`src/rtl/rv_plic_gateway_cnt.sv`:
```
// PLIC interrupt gateway: per-source level/edge mode, optional 2-flop input
// synchroniser, and a saturating per-source counter that queues edges.
module rv_plic_gateway_cnt #(
  parameter int unsigned N_SOURCE = 32,
  parameter int unsigned CNT_W    = 4,
  parameter int unsigned SYNC_EN  = 1
) (
  input  logic                clk_i,
  input  logic                rst_i,
  input  logic [N_SOURCE-1:0] src,
  input  logic [N_SOURCE-1:0] le,
  input  logic [N_SOURCE-1:0] claim,
  input  logic [N_SOURCE-1:0] complete,
  input  logic [N_SOURCE-1:0] ovf_clr,
  output logic [N_SOURCE-1:0] ip,
  output logic [N_SOURCE-1:0] ia,
  output logic [N_SOURCE-1:0] ovf
);

  localparam logic [CNT_W-1:0] CNT_MAX = '1;

  logic [N_SOURCE-1:0] w_s;
  logic [N_SOURCE-1:0] r_src_d;
  logic [N_SOURCE-1:0] w_set;
  logic [N_SOURCE-1:0] w_launch;
  logic [N_SOURCE-1:0] w_sat;
  logic [N_SOURCE-1:0] r_ip;
  logic [N_SOURCE-1:0] r_ia;
  logic [N_SOURCE-1:0] r_ovf;
  logic [N_SOURCE-1:0] w_ip_nxt;
  logic [N_SOURCE-1:0] w_ia_nxt;
  logic [N_SOURCE-1:0] w_ovf_nxt;
  logic [CNT_W-1:0]    r_cnt     [N_SOURCE];
  logic [CNT_W-1:0]    w_cnt_nxt [N_SOURCE];

  generate
    if (SYNC_EN != 0) begin : g_sync
      logic [N_SOURCE-1:0] r_sync1;
      logic [N_SOURCE-1:0] r_sync2;

      always_ff @(posedge clk_i or posedge rst_i) begin
        if (rst_i) begin
          r_sync1 <= '0;
          r_sync2 <= '0;
        end else begin
          r_sync1 <= src;
          r_sync2 <= r_sync1;
        end
      end

      assign w_s = r_sync2;
    end else begin : g_nosync
      assign w_s = src;
    end
  endgenerate

  always_comb begin
    w_set     = '0;
    w_launch  = '0;
    w_sat     = '0;
    w_ip_nxt  = '0;
    w_ia_nxt  = '0;
    w_ovf_nxt = '0;
    for (int unsigned i = 0; i < N_SOURCE; i++) begin
      w_cnt_nxt[i] = r_cnt[i];
      w_set[i]     = le[i] ? (w_s[i] & ~r_src_d[i]) : w_s[i];
      w_launch[i]  = ~r_ip[i] & ~r_ia[i] &
                     (w_set[i] | (le[i] & (r_cnt[i] != '0)));
      w_ip_nxt[i]  = (r_ip[i] | w_launch[i]) & ~claim[i];
      w_ia_nxt[i]  = (r_ia[i] | w_launch[i]) & ~complete[i];

      // A new edge that launches directly is consumed without touching cnt.
      if (!le[i]) begin
        w_cnt_nxt[i] = '0;
      end else if (w_set[i] && !w_launch[i]) begin
        if (r_cnt[i] == CNT_MAX) begin
          w_sat[i] = 1'b1;
        end else begin
          w_cnt_nxt[i] = r_cnt[i] + CNT_W'(1);
        end
      end else if (!w_set[i] && w_launch[i]) begin
        w_cnt_nxt[i] = r_cnt[i] - CNT_W'(1);
      end

      w_ovf_nxt[i] = ovf_clr[i] ? 1'b0 : (r_ovf[i] | w_sat[i]);
    end
  end

  always_ff @(posedge clk_i or posedge rst_i) begin
    if (rst_i) begin
      r_src_d <= '0;
      r_ip    <= '0;
      r_ia    <= '0;
      r_ovf   <= '0;
      for (int unsigned i = 0; i < N_SOURCE; i++) begin
        r_cnt[i] <= '0;
      end
    end else begin
      r_src_d <= w_s;
      r_ip    <= w_ip_nxt;
      r_ia    <= w_ia_nxt;
      r_ovf   <= w_ovf_nxt;
      for (int unsigned i = 0; i < N_SOURCE; i++) begin
        r_cnt[i] <= w_cnt_nxt[i];
      end
    end
  end

  assign ip  = r_ip;
  assign ia  = r_ia;
  assign ovf = r_ovf;

endmodule

```
`config.mk`:
```
export PLATFORM = sky130hd
export DESIGN_NAME = rv_plic_gateway_cnt
export DESIGN_NICKNAME = d
export VERILOG_FILES = /design/src/rtl/rv_plic_gateway_cnt.sv
export SDC_FILE = /design/constraint.sdc
export NUM_CORES = 1
export LEC_CHECK = 0
export ABC_AREA = 1
export CAP_MARGIN = 20
export CORE_MARGIN = 2
export CORE_UTILIZATION = 40
export DETAILED_ROUTE_END_ITERATION = 10
export GPL_ROUTABILITY_DRIVEN = 0
export HOLD_SLACK_MARGIN = 0.1
export PLACE_DENSITY = 0.67
export SLEW_MARGIN = 30
export SYNTH_ARGS = -nofsm -noshare
export SYNTH_HDL_FRONTEND = slang
export SYNTH_SLANG_ARGS = --single-unit
export TNS_END_PERCENT = 20
```
`constraint.sdc`:
```
create_clock -name clk_i -period 14.8 [get_ports clk_i]
set_input_delay 2.96 -clock clk_i [delete_from_list [all_inputs] [get_ports clk_i]]
set_output_delay 2.96 -clock clk_i [all_outputs]
set_load 0.1 [all_outputs]
```
Word level (Yosys, flattened, before mapping)
Index checks and enable logic that the tools add are counted.
{ "totals": {"output_inout_bits": 96, "ff_bits": 320, "word_cells": 1158} }
{ "classes": {"eq_ne": 96, "n_bitwise": 480, "n_addsub": 64, "reduce_logical": 192, "mux": 288} }
{ "ops": {"columns": ["operator", "count"], "rows": [
  ["two-way mux 4 bit", 128],
  ["AND 1 bit", 192],
  ["two-way mux 1 bit", 160],
  ["NOT 1 bit", 160],
  ["adder 4 x 1 -> 4 bit (second input constant)", 32],
  ["== test 4 bit (second input constant)", 32],
  ["bitwise OR 1 bit", 128],
  ["nonzero test 4 bit", 32],
  ["subtractor 4 x 1 -> 4 bit (second input constant)", 32],
  ["!= test 3 x 1 -> 1 bit (second input constant)", 32],
  ["!= test 3 bit (second input constant)", 32],
  ["logical AND 1 bit", 64],
  ["logical NOT 1 bit", 64],
  ["AND reduction 2 bit", 32]
]} }

Longest topological paths before layout
Gate-level depths: netlist (run 1).
{ "depth": {"depth_word": 11, "depth_mapped": 12, "ltp_nobuf": 12} }

Worst setup path after synthesis (run 1)
No wires, ideal clock.
{ "synth_timing": {"path_kind": "input to register", "start": "in le[1]", "end": "reg r_cnt[123] (netlist bit)", "setup_ns": 0.116, "slack_ns": 10.629, "stages": 12, "required_ns": 14.684, "arrival_time_ns": 4.055, "path_cell_list": "buf_6 -> nand2_4 -> nand3_2 -> ha_1 -> nand2_1 -> nand2_1 -> nor2_1 -> nand3_1 -> nand2_1 -> nor2_1 -> nand2_1 -> nand2_1"} }
{ "synth_between": {"elab_chain_len": 7} }
{ "synth_lines": {"columns": ["element", "line", "source"], "rows": [
  ["from (decl)", "11", "input logic [N_SOURCE-1:0] le,"],
  ["two-way mux 1 bit or AND 1 bit (tied branches)", "66, 68", null],
  ["bitwise OR 1 bit", "68", "(w_set[i] | (le[i] & (r_cnt[i] != '0)));"],
  ["AND 1 bit", "67", "w_launch[i] = ~r_ip[i] & ~r_ia[i] &"],
  ["logical NOT 1 bit", "75", "end else if (w_set[i] && !w_launch[i]) begin"],
  ["logical AND 1 bit", "75", null],
  ["!= test 3 bit (no source line) (tied with other cells)", null, null],
  ["AND reduction 2 bit (no source line) or two-way mux 4 bit (tied branches)", null, null],
  ["to (signal, indexed assignment)", "104", "r_cnt[i] <= w_cnt_nxt[i];"],
  ["to (decl)", "33", "logic [CNT_W-1:0] r_cnt [N_SOURCE];"]
]} }
Several ways; a longest one is shown, not always the timed one.
A chain may end at the register's enable or synchronous reset.

Worst setup path in the final report (run 1)
{ "layout_timing": {"start": "reg r_ovf[19], in the netlist ovf[19]", "end": "out ovf[19]"} }
{ "layout_lines": {"columns": ["element", "line", "source"], "rows": [
  ["from (decl)", "29", "logic [N_SOURCE-1:0] r_ovf;"],
  ["from (signal assigned)", "102", "r_ovf <= w_ovf_nxt;"],
  ["to (decl)", "17", "output logic [N_SOURCE-1:0] ovf"]
]} }
No word-level cell between the ends.

==> results of run 1 <==
-- final cells by class --
cell class	count	area (µm²)	share of cell area (%)
Sequential cell	320	8010	35.3
Clock inverter	13	223	0.982
Timing Repair Buffer	260	2600	11.5
Antenna cell	1	2.50	0.0110
Inverter	365	1390	6.11
Clock buffer	52	1150	5.06
Tap cell	600	751	3.31
Multi-Input combinational cell	1492	8560	37.8
-- layout by cell type (no fill, tap or decap), types with 20 or more instances in the layout --
| master | count |
|---|---|
| a21oi_1 | 128 |
| clkbuf_16 | 41 |
| clkdlybuf4s50_1 | 257 |
| dfrtp_1 | 320 |
| fa_1 | 32 |
| ha_1 | 64 |
| inv_1 | 297 |
| inv_2 | 66 |
| nand2_1 | 622 |
| nand2_2 | 67 |
| nand2_4 | 64 |
| nand3_1 | 64 |
| nand3_4 | 20 |
| nand4_1 | 87 |
| nor2_1 | 188 |
| nor2_2 | 37 |
| o21ai_1 | 64 |
| xnor2_1 | 32 |
-- metal layers --
| layer | GRT usage (%) | share of wire, % | up-vias | routed length, µm |
|---|---|---|---|---|
| li1 | - | - | 7425 | - |
| met1 | 19.8 | 44 | 6834 | 16500 |
| met2 | 28.1 | 49 | 245 | 18200 |
| met3 | 3.04 | 4.7 | 64 | 1740 |
| met4 | 5.74 | 2.6 | 0 | 974 |
| met5 | 0 | 0 | - | 0 |
-- where the power goes --
group | switching (mW) | internal [mW]
registers | 0.201 | 1.08
clock network | 0.368 | 0.645
logic | 1.14 | 0.625
-- registers in the layout, summed over array words and instances (netlist names) --
register and cells:
r_src_d 32, ia 32, r_cnt 128, ip 32
g_sync.r_sync1 32, g_sync.r_sync2 32, ovf 32
-- through the flow --
stage          util [%]  cell area [µm²]  total power [mW]
2_1_floorplan         -            18300              2.66
3_3_place_gp       47.0            21300              2.98
3_5_place_dp       47.0            21300              3.06
4_1_cts            50.1            22700              4.11
5_1_grt            50.1            22700              4.40
6_report           50.1            22700              4.06
-- worst register-to-register path: cells and delay by family (launching register included) --
kind / cells / cell delay [ps]
AND/OR/NAND/NOR: 10 / 880
adder cells (fa/ha/maj): 1 / 360
flip-flops: 1 / 350
buffers and inverters: 1 / 60
-- worst max-delay path by stage --
| stage | start | endpoint | slack (ps) | cells past startpoint |
|---|---|---|---|---|
| 6_report | ovf[19] | ovf[19] | 9720 | 1 |
| 5_1_grt | ovf[19] | ovf[19] | 9670 | 1 |
| 4_1_cts | ovf[19] | ovf[19] | 9660 | 1 |
| 3_5_place_dp | rst_i | ovf[28] | 9520 | 3 |
| 3_3_place_gp | rst_i | ovf[28] | 9570 | 3 |
| 2_1_floorplan | rst_i | g_sync.r_sync1[0] | 2980 | 1 |
-- kinds of logic after synthesis --
logic type | synth area share (%)
XOR/XNOR | 1.53
adder cells (fa/ha/maj) | 7.87
buffers and inverters | 9.47
AND/OR/NAND/NOR | 32.1
flip-flops | 43.7
AO/OA/AOI/OAI | 5.25
-- cell usage after synthesis, types with 37 or more instances --
cell type / instances
nand2_1: 622
inv_2: 66
nand4_1: 87
ha_1: 64
inv_1: 298
nor2_2: 37
nand3_1: 64
o21ai_1: 64
nor2_1: 188
a21oi_1: 128
dfrtp_1: 320
nand2_4: 64
nand2_2: 67
==> metrics.txt, run 1 <==
Die ar.=0.0475 mm²; Yosys warning total=0; post-detail-place hpwl=around 28,000 µm; CTS Hold Buffers Added=0; cells on worst reg2reg path=12; Mapped Area=approximately 0.018 mm²; Hold Crit Start=g_sync.r_sync1[22]; initial antenna violation count=1; RSZ-0062 raised after global routing=no; Hold Path Stages=0; leading area contributor after synthesis=dfrtp_1; ANT nets after route=0; root buf cell=clkbuf_16; 1st-iter DRT viols=around 740; crit path cell chain=clkdlybuf4s50_1; clock buffer count from CTS=39; CP required=between 10,000 and 15,000 ps; Reg2Reg Launch Point=ip[0]; CTS sink cnt=320; WL/cell=12.1 µm; Reg-to-Reg End=r_cnt[127]; leakage=roughly 11 nW; CP Max Fanout=2; Largest stage delay, worst path=about 1200 ps; IO Count=between 200 and 300; largest cells by area after synthesis=dfrtp_1 (44%), nand2_1 (13%), inv_1 (6.1%); Setup WS pre-CTS=around 9500 ps; die width=218 µm; critical path's top delay family=buffers and inverters; Total GRT Usage=16.1%; clock transition at the registers of the reported paths=roughly 60 ps; Hold EP=g_sync.r_sync2[22]; Final Non-Filler Cells=about 3.1k; clock skew=~8.2 ps; reg2reg setup slack=about 13,000 ps; post-synthesis sequential area ratio=a little over two fifths; Avg Cell Area, Syn=8.29 µm²; largest net degree at the start of global routing=between 100 and 150; actual slew at the worst max-slew pin=1000 ps; Top FF cell, synth=dfrtp_1; Vias/cell=between 4 and 5; final slew viol count=0; #FFs+latches synth=320; row count=78; via count=around 15k; Post-Syn Nets=2,467; crit end category=output port; Fmax achieved=roughly 200 MHz; Hold Slack=approximately 340 ps; Async SR Flop Fraction=100%; Post-route DRC=0; clock buffer depth=3; Starting Density=just over 40%; die height=~220 µm; CTS tree=built; DR pass1 iterations=7; min setup slack post-route=9720 ps; Post-CTS Setup Bufs=0; Final period util=between 30% and 40%; first-pass GRT wire length=roughly 65,000 µm; VDD IR max=roughly 0.12 mV; Buf/Inv on CP=1; slowest library cell on the worst path=clkdlybuf4s50_1; post-cts resize count=0; H-Tree Level Count=2; Worst-Skew Late Latency=540 ps; Mapped Cells=2,209; Critical Path AT=~2100 ps; Synth top area share=between 40% and 50%; routed wire length=approximately 37,000 µm; Final Hold Fails=0; filler cell count=about 4.2k; Core ar.=roughly 0.045 mm²; Max Cap Violations=0; Yosys cell types=21; # placed instances=a little over 3k; final net count=about 2.7k; fin crit period=5080 ps; HP Class=reg2reg; status=finished clean; setup TNS=0 ps; final setup fails=0; layout cell share with drive strength beyond 1=13.7%; number of global-route vias before repair=14.6k; EDFF count, synth=0; PwrDens=approximately 180 mW/mm²; Slew headroom=between 30% and 40%; Worst setup SP type=flop; PortBufs=~260; grt ovf=0; crit path kind=reg2out; Area Overhead vs Synth=23.9%
Note: power is estimated with default switching activity, not from simulation.
==> run 2: changes to the inputs <==
clock period = 5.1 ns   (was 14.8 ns; I/O delays follow)
==> run 2 against run 1 <==
Wire length grew 0.20%. Sequential power grew to 2.9 times the previous value. Critical path depth is the same. Non-clock buffer count is the same. Utilization shrank 0.075 points. Die area is the same. Clock skew grew 4.4 ps. Sequential share of layout area grew 0.053 points. Design area shrank 0.15%. Combinational power grew to 2.9 times the previous value. First-iteration DRC count grew 1.7%. Largest cell class unchanged.
==> metrics.txt, run 2 (same netlist as run 1, synthesis figures left out) <==
actual slew at the worst max-slew pin=around 1000 ps; Worst-Skew Late Latency=approximately 540 ps; # placed instances=~3.0k; Tot Pwr=around 12 mW; fin crit period=approximately 3100 ps; most common cell after layout, fill and taps aside=nand2_1; 1st-iter DRT viols=756; HP Class=reg2reg; Core ar.=around 0.045 mm²; grt ovf=0; status=finished clean; Fmax achieved=roughly 320 MHz; clock buffer count from CTS=38; clock buffer depth=3; RSZ-0062 raised after global routing=no; first-pass GRT wire length=65,100 µm; VDD IR max=approximately 0.33 mV; Area Overhead vs Synth=23.7%; Post-Layout Inst Area=about 0.023 mm²; row count=just under 80; Max Cap Violations=0; crit end category=output port; Largest stage delay, worst path=approximately 1200 ps; Vias/cell=~4.7; Final Hold Fails=0; crit path launch=ovf[19]; PwrDens=about 520 mW/mm²; crit path kind=reg2out; Final Non-Filler Cells=3,106; largest reg by FF count=r_cnt; Total GRT Usage=between 15 and 20%; Worst Setup EP=ovf[19]; cells on worst reg2reg path=12; post-layout util=50.0%; via count=14.6k; number of flip-flops in the largest register=roughly 130; post-cts resize count=0; filler cell count=approximately 4.2k; final net count=about 2.7k; placed inst area=around 0.021 mm²; CTS Hold Buffers Added=0; Reg-to-Reg End=r_cnt[127]; WP depth=1; CP Max Fanout=2; IO Count=~260; Post-route DRC=0; CTS sink cnt=320; ANT nets after route=0; PortBufs=between 200 and 300; Worst setup SP type=flop; final setup fails=0; clock skew=about 13 ps; routed wire length=37,500 µm; DR pass1 iterations=7; Critical Path AT=between 2000 and 2500 ps; root buf cell=clkbuf_16; WL/cell=about 12 µm; number of global-route vias before repair=approximately 15k; initial antenna violation count=3; leakage=about 11 nW; Hold Slack=between 300 and 400 ps; final slew viol count=0; CTS tree=built; H-Tree Level Count=2; slowest library cell on the worst path=clkdlybuf4s50_1; die width=218 µm; most frequent cells in the layout=nand2_1 (622), dfrtp_1 (320), inv_1 (297), clkdlybuf4s50_1 (254), nor2_1 (188); post-detail-place hpwl=roughly 28,000 µm; Slew headroom=about a third; largest net degree at the start of global routing=between 100 and 150; CP required=roughly 4100 ps; clock transition at the registers of the reported paths=60 ps; Die ar.=between 0.04 and 0.05 mm²; Final period util=60.9%; reg2reg setup slack=3260 ps; Post-CTS Setup Bufs=0; critical path's top delay family=buffers and inverters; Starting Density=a little over 40%; Reg2Reg Launch Point=ip[0]; Buf/Inv on CP=1; die height=between 200 and 250 µm; crit path cell chain=clkdlybuf4s50_1; layout cell share with drive strength beyond 1=13.9%
run 2: changes by cell type in the layout (fill, tap and decap cells not counted), moves of 2 or more:
cell             before  now
buf_12                0    2
buf_2                 0    3
buf_6                 2    0
clkbuf_16            41   39
clkdlybuf4s50_1     257  254
clkinv_2              5    7
clkinv_4              2    0
clkinvlp_4            0    3
run 2: layout make-up:
type	instances	area (µm²)	share of cell area, %
clock inverters	16	239	1.06
diodes	2	5.00	0.0221
well taps	600	751	3.31
multi-input cells	1492	8560	37.8
flip-flops and latches	320	8010	35.4
clock buffers	51	1100	4.86
repair buffers	260	2610	11.5
inverters	365	1380	6.08
run 2: worst min-delay path by stage:
stage / slack [ps] / cells past startpoint / startpoint / end
4_1_cts: 350 / 0 / g_sync.r_sync1[10] / g_sync.r_sync2[10]
3_5_place_dp: 330 / 0 / g_sync.r_sync1[21] / g_sync.r_sync2[21]
3_3_place_gp: 330 / 0 / g_sync.r_sync1[24] / g_sync.r_sync2[24]
6_report: 350 / 0 / g_sync.r_sync1[23] / g_sync.r_sync2[23]
2_1_floorplan: 330 / 0 / g_sync.r_sync1[0] / g_sync.r_sync2[0]
5_1_grt: 350 / 0 / g_sync.r_sync1[3] / g_sync.r_sync2[3]
run 2: report_power, final:
group          switching [mW]  total (mW)  internal [mW]
Combinational            3.32        5.14           1.82
Sequential              0.580        3.70           3.12
Clock                    1.06        2.88           1.82
Total                    4.96        11.7           6.75
run 2: per-layer routing:
layer	routed length [µm]	GRT usage, %	share of wire [%]	vias to the layer above
met5	14	0	0.037	-
met3	1870	3.15	5.0	58
met4	926	5.94	2.5	2
met1	16800	20.4	45	6798
met2	17900	27.7	48	258
li1	-	-	-	7438
run 2: metrics by stage:
stage / setup slack (ps) / TNS [ps]
after floorplan: -187 / -59780
after global placement: 2200 / 0
after detailed placement: 2130 / 0
after CTS: 1920 / 0
after global routing: 1930 / 0
final: 2000 / 0
